## config.mk

```make
export PLATFORM = sky130hd
export DESIGN_NAME = arcdvi_ctrl_regs_flat
export DESIGN_NICKNAME = d
export VERILOG_FILES = /design/src/rtl/arcdvi_ctrl_regs_pkg.sv /design/src/rtl/arcdvi_ctrl_regs_if.sv /design/src/rtl/arcdvi_ctrl_regs_freq_meter.sv /design/src/rtl/arcdvi_ctrl_regs.sv /design/src/flat_wrapper.sv
export SDC_FILE = /design/constraint.sdc
export NUM_CORES = 1
export LEC_CHECK = 0
export CORE_ASPECT_RATIO = 0.8
export CORE_MARGIN = 8
export CORE_UTILIZATION = 50
export CTS_BUF_LIST = sky130_fd_sc_hd__clkbuf_2 sky130_fd_sc_hd__clkbuf_4 sky130_fd_sc_hd__clkbuf_8
export DETAILED_ROUTE_END_ITERATION = 8
export PLACE_DENSITY = 0.7
export SLEW_MARGIN = 20
export SYNTH_ARGS = -nofsm -noshare
export SYNTH_HDL_FRONTEND = slang
export SYNTH_SLANG_ARGS = --single-unit
```

## constraint.sdc

```tcl
create_clock -name clk -period 5.05 [get_ports clk]
set_clock_uncertainty 0.05 [all_clocks]
set_input_delay 1.515 -clock clk [delete_from_list [all_inputs] [get_ports clk]]
set_output_delay 1.515 -clock clk [all_outputs]
set_load 0.1 [all_outputs]
```

## src/rtl/arcdvi_ctrl_regs_pkg.sv

```systemverilog
// Shared definitions for the ArcDVI control/status register block:
// register word indices, CTRL bit positions and the PLL serialiser states.
package arcdvi_ctrl_regs_pkg;

    localparam logic [3:0] ADDR_ID      = 4'd0;
    localparam logic [3:0] ADDR_CTRL    = 4'd1;
    localparam logic [3:0] ADDR_LED     = 4'd2;
    localparam logic [3:0] ADDR_TX      = 4'd3;
    localparam logic [3:0] ADDR_RX      = 4'd4;
    localparam logic [3:0] ADDR_PLLSTAT = 4'd5;
    localparam logic [3:0] ADDR_FMSTAT  = 4'd6;
    localparam logic [3:0] ADDR_FM_BASE = 4'd8;

    localparam int CTRL_PCLK_RESET = 0;
    localparam int CTRL_PLL_NRESET = 1;
    localparam int CTRL_LOCKED     = 4;
    localparam int CTRL_BYPASS     = 6;

    typedef enum logic [1:0] {
        SER_IDLE = 2'd0,
        SER_LOW  = 2'd1,
        SER_HIGH = 2'd2,
        SER_DONE = 2'd3
    } ser_state_t;

    // Assemble the CTRL read word from its individual control/status bits.
    function automatic logic [31:0] ctrl_word(input logic pclk_rst, input logic nrst,
                                              input logic locked, input logic bypass);
        logic [31:0] w;
        w                  = '0;
        w[CTRL_PCLK_RESET] = pclk_rst;
        w[CTRL_PLL_NRESET] = nrst;
        w[CTRL_LOCKED]     = locked;
        w[CTRL_BYPASS]     = bypass;
        return w;
    endfunction

endpackage

```

## src/rtl/arcdvi_ctrl_regs_if.sv

```systemverilog
// Register bus between the SPI register bridge (master) and the control
// register file (slave). Read data is combinational from the address.
interface arcdvi_ctrl_regs_if;
    logic        reg_valid;
    logic        reg_wen;
    logic [3:0]  reg_addr;
    logic [31:0] reg_wdata;
    logic [31:0] reg_rdata;

    modport master (
        output reg_valid, reg_wen, reg_addr, reg_wdata,
        input  reg_rdata
    );

    modport slave (
        input  reg_valid, reg_wen, reg_addr, reg_wdata,
        output reg_rdata
    );
endinterface

```

## src/rtl/arcdvi_ctrl_regs_freq_meter.sv

```systemverilog
// One frequency-meter channel: synchronises an async input, detects rising
// edges, counts them with saturation and latches the count on each gate end.
module arcdvi_ctrl_regs_freq_meter
    import arcdvi_ctrl_regs_pkg::*;
#(
    parameter int FM_W = 24
) (
    input  logic            clk,
    input  logic            reset,
    input  logic            fm_in,
    input  logic            gate_term,
    output logic [FM_W-1:0] result
);

    localparam logic [FM_W-1:0] CNT_MAX = '1;

    logic            sync1;
    logic            sync2;
    logic            prev;
    logic            rise;
    logic [FM_W-1:0] count;
    logic [FM_W-1:0] count_inc;

    assign rise      = sync2 & ~prev;
    assign count_inc = (rise && (count != CNT_MAX)) ? count + FM_W'(1) : count;

    // Sync + edge detect, then count edges; the terminal gate cycle includes its own edge in the result.
    always_ff @(posedge clk) begin
        if (reset) begin
            sync1  <= 1'b0;
            sync2  <= 1'b0;
            prev   <= 1'b0;
            count  <= '0;
            result <= '0;
        end else begin
            sync1 <= fm_in;
            sync2 <= sync1;
            prev  <= sync2;
            if (gate_term) begin
                result <= count_inc;
                count  <= '0;
            end else begin
                count <= count_inc;
            end
        end
    end

endmodule

```

## src/rtl/arcdvi_ctrl_regs.sv

```systemverilog
// ArcDVI control/status register file: ID, CTRL, LED, PLL config serialiser
// (replaces bit-banging the PLL config port) and a multi-channel frequency meter.
module arcdvi_ctrl_regs
    import arcdvi_ctrl_regs_pkg::*;
#(
    parameter logic [31:0] ID_VAL      = 32'h00800002,
    parameter int          PLLCFG_BITS = 27,
    parameter int          SCLK_DIV    = 4,
    parameter int          NUM_LEDS    = 1,
    parameter int          NUM_FM      = 2,
    parameter int          FM_GATE     = 62500,
    parameter int          FM_W        = 24
) (
    input  logic                clk,
    input  logic                reset,
    arcdvi_ctrl_regs_if.slave   bus,
    output logic                pclk_reset,
    output logic                pll_nreset,
    output logic                pll_bypass,
    input  logic                pll_locked,
    output logic                pll_sdi,
    output logic                pll_sclk,
    input  logic                pll_sdo,
    output logic [NUM_LEDS-1:0] led,
    input  logic [NUM_FM-1:0]   fm_in
);

    localparam int DIV_W  = (SCLK_DIV > 1)    ? $clog2(SCLK_DIV)    : 1;
    localparam int IDX_W  = (PLLCFG_BITS > 1) ? $clog2(PLLCFG_BITS) : 1;
    localparam int GATE_W = (FM_GATE > 1)     ? $clog2(FM_GATE)     : 1;

    logic                   wr_en;
    logic [31:0]            tx_q;
    logic [PLLCFG_BITS-1:0] rx_q;
    logic [PLLCFG_BITS-1:0] rx_next;
    logic [PLLCFG_BITS-1:0] shift_q;
    logic [PLLCFG_BITS-1:0] shift_next;
    logic                   locked_s1;
    logic                   locked_s2;
    logic                   sdo_s1;
    logic                   sdo_s2;

    ser_state_t             state;
    logic                   busy;
    logic [DIV_W-1:0]       div_cnt;
    logic                   div_last;
    logic [IDX_W-1:0]       bit_idx;
    logic                   start_req;

    logic [GATE_W-1:0]      gate_cnt;
    logic                   gate_term;
    logic [NUM_FM-1:0]      fresh;
    logic [NUM_FM-1:0]      fresh_clr;
    logic [FM_W-1:0]        fm_result [NUM_FM];

    assign wr_en      = bus.reg_valid && bus.reg_wen;
    assign start_req  = wr_en && (bus.reg_addr == ADDR_PLLSTAT) && bus.reg_wdata[0];
    assign fresh_clr  = (wr_en && (bus.reg_addr == ADDR_FMSTAT)) ? bus.reg_wdata[NUM_FM-1:0] : '0;
    assign div_last   = (div_cnt == DIV_W'(SCLK_DIV - 1));
    assign gate_term  = (gate_cnt == GATE_W'(FM_GATE - 1));
    assign shift_next = shift_q << 1;
    assign rx_next    = (rx_q << 1) | PLLCFG_BITS'(sdo_s2);

    // Writable control registers; RO and unmapped words simply ignore writes.
    always_ff @(posedge clk) begin
        if (reset) begin
            pclk_reset <= 1'b1;
            pll_nreset <= 1'b0;
            pll_bypass <= 1'b0;
            led        <= '0;
            tx_q       <= '0;
        end else if (wr_en) begin
            case (bus.reg_addr)
                ADDR_CTRL: begin
                    pclk_reset <= bus.reg_wdata[CTRL_PCLK_RESET];
                    pll_nreset <= bus.reg_wdata[CTRL_PLL_NRESET];
                    pll_bypass <= bus.reg_wdata[CTRL_BYPASS];
                end
                ADDR_LED: led  <= bus.reg_wdata[NUM_LEDS-1:0];
                ADDR_TX:  tx_q <= bus.reg_wdata;
                default: ;
            endcase
        end
    end

    // Two-flop synchronisers for the asynchronous PLL lock and config-readback inputs.
    always_ff @(posedge clk) begin
        if (reset) begin
            locked_s1 <= 1'b0;
            locked_s2 <= 1'b0;
            sdo_s1    <= 1'b0;
            sdo_s2    <= 1'b0;
        end else begin
            locked_s1 <= pll_locked;
            locked_s2 <= locked_s1;
            sdo_s1    <= pll_sdo;
            sdo_s2    <= sdo_s1;
        end
    end

    // PLL config serialiser: shifts a private copy of TX out MSB first, so TX writes mid-transfer are harmless.
    always_ff @(posedge clk) begin
        if (reset) begin
            state    <= SER_IDLE;
            busy     <= 1'b0;
            pll_sclk <= 1'b0;
            pll_sdi  <= 1'b0;
            div_cnt  <= '0;
            bit_idx  <= '0;
            shift_q  <= '0;
            rx_q     <= '0;
        end else begin
            case (state)
                SER_IDLE: begin
                    if (start_req) begin
                        state    <= SER_LOW;
                        busy     <= 1'b1;
                        pll_sclk <= 1'b0;
                        pll_sdi  <= tx_q[PLLCFG_BITS-1];
                        shift_q  <= tx_q[PLLCFG_BITS-1:0];
                        div_cnt  <= '0;
                        bit_idx  <= IDX_W'(PLLCFG_BITS - 1);
                    end
                end
                SER_LOW: begin
                    if (div_last) begin
                        state    <= SER_HIGH;
                        pll_sclk <= 1'b1;
                        div_cnt  <= '0;
                        rx_q     <= rx_next;
                    end else begin
                        div_cnt <= div_cnt + DIV_W'(1);
                    end
                end
                SER_HIGH: begin
                    if (div_last) begin
                        div_cnt  <= '0;
                        pll_sclk <= 1'b0;
                        if (bit_idx != '0) begin
                            state   <= SER_LOW;
                            bit_idx <= bit_idx - IDX_W'(1);
                            shift_q <= shift_next;
                            pll_sdi <= shift_next[PLLCFG_BITS-1];
                        end else begin
                            state   <= SER_DONE;
                            pll_sdi <= 1'b0;
                        end
                    end else begin
                        div_cnt <= div_cnt + DIV_W'(1);
                    end
                end
                SER_DONE: begin
                    state <= SER_IDLE;
                    busy  <= 1'b0;
                end
                default: state <= SER_IDLE;
            endcase
        end
    end

    // Shared gate counter; its terminal cycle latches every channel at once.
    always_ff @(posedge clk) begin
        if (reset) begin
            gate_cnt <= '0;
        end else if (gate_term) begin
            gate_cnt <= '0;
        end else begin
            gate_cnt <= gate_cnt + GATE_W'(1);
        end
    end

    // Fresh flags: write-1-to-clear, but a same-cycle new result keeps the flag set.
    always_ff @(posedge clk) begin
        if (reset) begin
            fresh <= '0;
        end else begin
            fresh <= (fresh & ~fresh_clr) | {NUM_FM{gate_term}};
        end
    end

    for (genvar g = 0; g < NUM_FM; g++) begin : g_fm
        arcdvi_ctrl_regs_freq_meter #(
            .FM_W (FM_W)
        ) u_fm (
            .clk       (clk),
            .reset     (reset),
            .fm_in     (fm_in[g]),
            .gate_term (gate_term),
            .result    (fm_result[g])
        );
    end

    // Combinational read decode; unmapped words read as zero.
    always_comb begin
        bus.reg_rdata = '0;
        case (bus.reg_addr)
            ADDR_ID:      bus.reg_rdata = ID_VAL;
            ADDR_CTRL:    bus.reg_rdata = ctrl_word(pclk_reset, pll_nreset, locked_s2, pll_bypass);
            ADDR_LED:     bus.reg_rdata = 32'(led);
            ADDR_TX:      bus.reg_rdata = tx_q;
            ADDR_RX:      bus.reg_rdata = 32'(rx_q);
            ADDR_PLLSTAT: bus.reg_rdata = {31'b0, busy};
            ADDR_FMSTAT:  bus.reg_rdata = 32'(fresh);
            default: begin
                for (int i = 0; i < NUM_FM; i++) begin
                    if (bus.reg_addr == (ADDR_FM_BASE + 4'(i))) begin
                        bus.reg_rdata = 32'(fm_result[i]);
                    end
                end
            end
        endcase
    end

endmodule
```

## src/flat_wrapper.sv

```systemverilog
// flat-port wrapper written by rule: the top's interface ports become plain ports
module arcdvi_ctrl_regs_flat import arcdvi_ctrl_regs_pkg::*;
#(
    parameter logic [31:0] ID_VAL      = 32'h00800002,
    parameter int          PLLCFG_BITS = 27,
    parameter int          SCLK_DIV    = 4,
    parameter int          NUM_LEDS    = 1,
    parameter int          NUM_FM      = 2,
    parameter int          FM_GATE     = 62500,
    parameter int          FM_W        = 24
)
  (clk, reset, pclk_reset, pll_nreset, pll_bypass, pll_locked, pll_sdi, pll_sclk, pll_sdo, led, fm_in, bus_reg_valid, bus_reg_wen, bus_reg_addr, bus_reg_wdata, bus_reg_rdata);
  arcdvi_ctrl_regs_if bus_i ();
  input  logic clk;
  input  logic reset;
  output logic pclk_reset;
  output logic pll_nreset;
  output logic pll_bypass;
  input  logic pll_locked;
  output logic pll_sdi;
  output logic pll_sclk;
  input  logic pll_sdo;
  output logic [NUM_LEDS-1:0] led;
  input  logic [NUM_FM-1:0] fm_in;
  input wire logic [$bits(bus_i.reg_valid)-1:0] bus_reg_valid;
  input wire logic [$bits(bus_i.reg_wen)-1:0] bus_reg_wen;
  input wire logic [$bits(bus_i.reg_addr)-1:0] bus_reg_addr;
  input wire logic [$bits(bus_i.reg_wdata)-1:0] bus_reg_wdata;
  output wire logic [$bits(bus_i.reg_rdata)-1:0] bus_reg_rdata;
  assign bus_i.reg_valid = bus_reg_valid;
  assign bus_i.reg_wen = bus_reg_wen;
  assign bus_i.reg_addr = bus_reg_addr;
  assign bus_i.reg_wdata = bus_reg_wdata;
  assign bus_reg_rdata = bus_i.reg_rdata;
  arcdvi_ctrl_regs #(.ID_VAL(ID_VAL), .PLLCFG_BITS(PLLCFG_BITS), .SCLK_DIV(SCLK_DIV), .NUM_LEDS(NUM_LEDS), .NUM_FM(NUM_FM), .FM_GATE(FM_GATE), .FM_W(FM_W)) u_core (.clk(clk), .reset(reset), .bus(bus_i), .pclk_reset(pclk_reset), .pll_nreset(pll_nreset), .pll_bypass(pll_bypass), .pll_locked(pll_locked), .pll_sdi(pll_sdi), .pll_sclk(pll_sclk), .pll_sdo(pll_sdo), .led(led), .fm_in(fm_in));
endmodule
```

# After elaboration in Yosys (flattened, before gate mapping)
# Cells that the tools add are included.
# totals
elab_cells	118
inputBits	44
reg_bits	225
out_inout_bits	38
# classes
n_mux	32
bitwise_logic	8
n_eq_ne	19
addsub	5
reduce_logical	25
# ops
operator	n
$pmux 32 s7	1
$mux 24	4
$mux 26	3
$pmux 26 s2	1
$add 24x1->24 const B	2
$ne 24x24->1 const B	2
$or 27x1->27	1
$add 16x1->16 const B	1
$eq 16x16->1 const B	1
$mux 5	3
$mux 2	7
$eq 4x3->1 const B	3
$reduce_and 2->1	6
$pmux 5 s2	1
$eq 4x2->1 const B	2
$eq 4x4->1 const B	2
$ne 2x1->1 const B	4
$pmux 2 s4	1
$reduce_and 4->1	2
$mux 1	7
$eq 2x2->1 const B	3
$logic_and 1x1->1	6
$reduce_and 3->1	2
$reduce_bool 2->1	3
other kinds (17)	21

# Longest topological paths before layout
# depth
ltp_word	6
ltp_mapped	9
depth_no_buf	7

# Modules after synthesis
# From an unflattened synthesis, not the netlist that was laid out.
# hier_totals
cells_unflattened	1182
hier_area_um2	10138.5
# by_module_without_submodules
module	n_inst	cells_per_inst	area_each_um2	seq_area_each_um2
arcdvi_ctrl_regs	1	705	5815.6	2462.4
arcdvi_ctrl_regs_freq_meter at u_core.g_fm[0].u_fm	1	243	2182.1	1021.0
arcdvi_ctrl_regs_freq_meter at u_core.g_fm[1].u_fm	1	234	2140.8	1021.0

# Least setup slack after synthesis
# Ideal clock, no wire load.
# synth_path
kind	in2out
start	in bus_reg_addr[1]
end	out bus_reg_rdata[11]
cell_stages	6
setup_slack_ns	-1.362
arrival_time_ns	4.847
path_buffers	2
required_ns	3.485
cell_sequence	clkbuf_1 > nand2b_1 > nor2_1 > clkbuf_1 > a22oi_1 > o21ai_0
# synth_between
elab_chain_len	4
word_cells_on_any_way	12
cone_classes	eq/ne: 8; mux: 3; reduce/logical: 1
# synth_rtl
element	line_no	text
start: declaration	flat_wrapper.sv:27	input wire logic [$bits(bus_i.reg_addr)-1:0] bus_reg_addr;
$eq 4x4->1	arcdvi_ctrl_regs.sv:206	if (bus.reg_addr == (ADDR_FM_BASE + 4'(i))) begin
$mux 24 (2 in series)	arcdvi_ctrl_regs.sv:206	
$pmux 32 s7 *	arcdvi_ctrl_regs.sv:196	case (bus.reg_addr)
end: declaration	flat_wrapper.sv:29	output wire logic [$bits(bus_i.reg_rdata)-1:0] bus_reg_rdata;
# Mark *: on every way between the ends. The rest lies on a longest branch, timed or not.

# Worst setup path after layout
# layout_path
start	in bus_reg_addr[1]
end	out bus_reg_rdata[5]
# The elaborated chain is that of the path after synthesis.

==> impl_metrics.json <==
{
  "status": "finished clean",
  "period_needed_ns": 4.92,
  "synth_area_leader_cell": "dfxtp_1",
  "synth_most_common_cell": "dfxtp_1",
  "drv_slew": 0,
  "synth_area_leaders": "dfxtp_1 (46%), nand2_1 (6.0%), nor2_1 (5.7%)",
  "critical_path_class": "input pin to output port",
  "syn-cell-area_um2": 9870,
  "syn_to_final_growth_pct": 24.3,
  "rsz0062_at_grt": "false",
  "cts_max_path_buffers": 3,
  "die_h_um": 142,
  "register_area_um2": 4500,
  "ios": 82,
  "fin_nets": 1294,
  "die_w_um": 173,
  "ys_seq_area_share_pct": 45.7,
  "wl_per_cell_um": 17.4,
  "drc_errors": 0,
  "n_fill_cell": 1691,
  "antenna_found_initial": 0,
  "tightestPinTransition_ns": 1.10,
  "cts_tree": "done",
  "finalHoldViolCount": 0,
  "overflow": 0,
  "start_util_pct": 50.4,
  "rows": 46,
  "io_buffers": 81,
  "yosys.area.top_type_share_pct": 45.7,
  "post_cts_buffers": 0,
  "grt_pass1_wl_um": 42500,
  "htree_levels": 2,
  "dpl.hpwl_um": 17900,
  "path_clk_slew_ns": 0.06,
  "synth_flop_cell": "dfxtp_1",
  "cp_data_required_time_ns": 3.49,
  "hold_class": "register to register",
  "syn_nets": 1226,
  "vias": 8696,
  "synth-edff-count": 0,
  "die_area_um2": 24500,
  "drt_iter0_drc": 730,
  "grt_pass1_vias": 8005,
  "ys_seq_elements": 225,
  "maxCapViolations": 0,
  "n_antenna_cell": 0,
  "multiInputGateArea_um2": 5220,
  "cp-end-kind": "output port",
  "grt_max_degree": 163,
  "cp-start-kind": "input pin",
  "tns_ns": 0,
  "synth_cell_types": 58,
  "drive_gt1_share_pct": 13.6,
  "globalplace.congestion": 0.876,
  "drt_wl_total_um": 26600,
  "cts_buffers": 38,
  "avgSynthCellArea_um2": 8.42,
  "finalSetupViolations": 0,
  "clk_latency_ns": 0.55,
  "antenna_left": 0,
  "core-area_um2": 19600,
  "drt-pass1-iter-count": 5,
  "numClockSinks": 225,
  "finalInstanceArea_um2": 12300,
  "p_leak_nw": 3.96,
  "grt_use_total_pct": 21.0,
  "p_per_area_nw_per_um2": 330,
  "cts_resized": 0,
  "max-vdd-ir-drop_uv": 193,
  "max_freq_mhz": 203,
  "postSynthCellCount": 1172,
  "cp_max_fo": 27,
  "dpl_cell_area_um2": 11500,
  "ys_warn_count": 0,
  "async_flop_share_pct": 0,
  "hold_buffers": 0,
  "synthTopCellsByCount": "dfxtp_1 (225), nand2_1 (158), nor2_1 (151), a21oi_1 (93), a211oi_1 (64)",
  "cts_root_buf": "clkbuf_8",
  "finalCritPeriodShare_pct": 97.4,
  "vias_per_cell": 5.69,
  "slew-limit-headroom_pct": 26.7,
  "arrival_ns": 3.35
}
-- final cells by class --
cell class | count | area share (%)
multi-input combinational | 853 | 42.6
sequential | 225 | 36.7
timing repair buffer | 105 | 11.1
clock buffer | 59 | 6.11
tap | 264 | 2.69
inverter | 17 | 0.520
clock inverter | 5 | 0.276
-- logic make-up after synthesis --
| kind of cell | after synthesis | share of synthesized area (%) |
|---|---|---|
| AOI/OAI and AO/OA | 301 | 19.8 |
| xor gates and xnor gates | 42 | 3.73 |
| buffers and inverters | 94 | 3.85 |
| adders and majority gates | 10 | 1.27 |
| muxes | 32 | 3.26 |
| and+or+nand+nor | 468 | 22.5 |
| DFF | 225 | 45.7 |
-- worst paths after layout --
check,slack (ns),startpoint,end,cells past startpoint
worst max register to register,2.06,u_core.gate_cnt[0],u_core.g_fm[1].u_fm.result[15],7
worst max-delay path,0.13,bus_reg_addr[1],bus_reg_rdata[5],8
worst min register to register,0.40,u_core.tx_q[28],u_core.tx_q[28],2
worst min-delay path,0.40,u_core.tx_q[28],u_core.tx_q[28],2
-- critical path, cell delays in order --
cell	delay [ns]
clkdlybuf4s50_1	0.52
buf_4	0.15
nand2b_1	0.13
nor2_2	0.20
buf_12	0.21
a22oi_1	0.12
o21ai_2	0.27
buf_12	0.22
-- layer usage --
layer,vias to the layer above,global-route usage (%),share of wire (%)
li1,4320,-,-
met1,4086,30.3,49
met2,244,30.8,43
met3,46,4.65,6.7
met4,0,5.93,1.9
met5,-,0,0
-- state kept, by name, indices dropped and copies added, names as in the netlist, 5 cells and up --
signal,cells
u_core.g_fm.u_fm.result,48
u_core.bit_idx,5
u_core.gate_cnt,16
u_core.tx_q,32
u_core.rx_q,27
u_core.g_fm.u_fm.count,48
u_core.shift_q,26
-- placed cells by master, fill, tap and decap left out, drive strengths merged, types with 25 or more instances in the layout --
| master | count |
|---|---|
| nand2 | 158 |
| clkbuf | 59 |
| a211oi | 64 |
| a22oi | 42 |
| o21ai | 51 |
| mux2i | 31 |
| a21oi | 93 |
| nor2 | 151 |
| nand3 | 25 |
| dfxtp | 225 |
| clkdlybuf4s50 | 47 |
| buf | 58 |
| xnor2 | 30 |
-- through the flow --
step	util [%]	hold slack [ns]	total power (W)	setup slack, ns	instances
floorplan	-	0.364	0.00226	-0.252	1172
global placement	58.6	0.369	0.00238	0.174	1464
detailed placement	58.6	0.373	0.00240	0.153	1464
CTS	62.6	0.401	0.00407	0.128	1528
global route	62.7	0.417	0.00422	0.0193	1528
finish	62.7	0.402	0.00404	0.132	1528
-- report_power, final --
group | total (W) | switching (W) | internal [W]
registers | 0.00192 | 0.0000539 | 0.00187
logic | 0.000448 | 0.000270 | 0.000178
clock network | 0.00168 | 0.000735 | 0.000943
No activity file was read; power rests on OpenSTA's default activity.
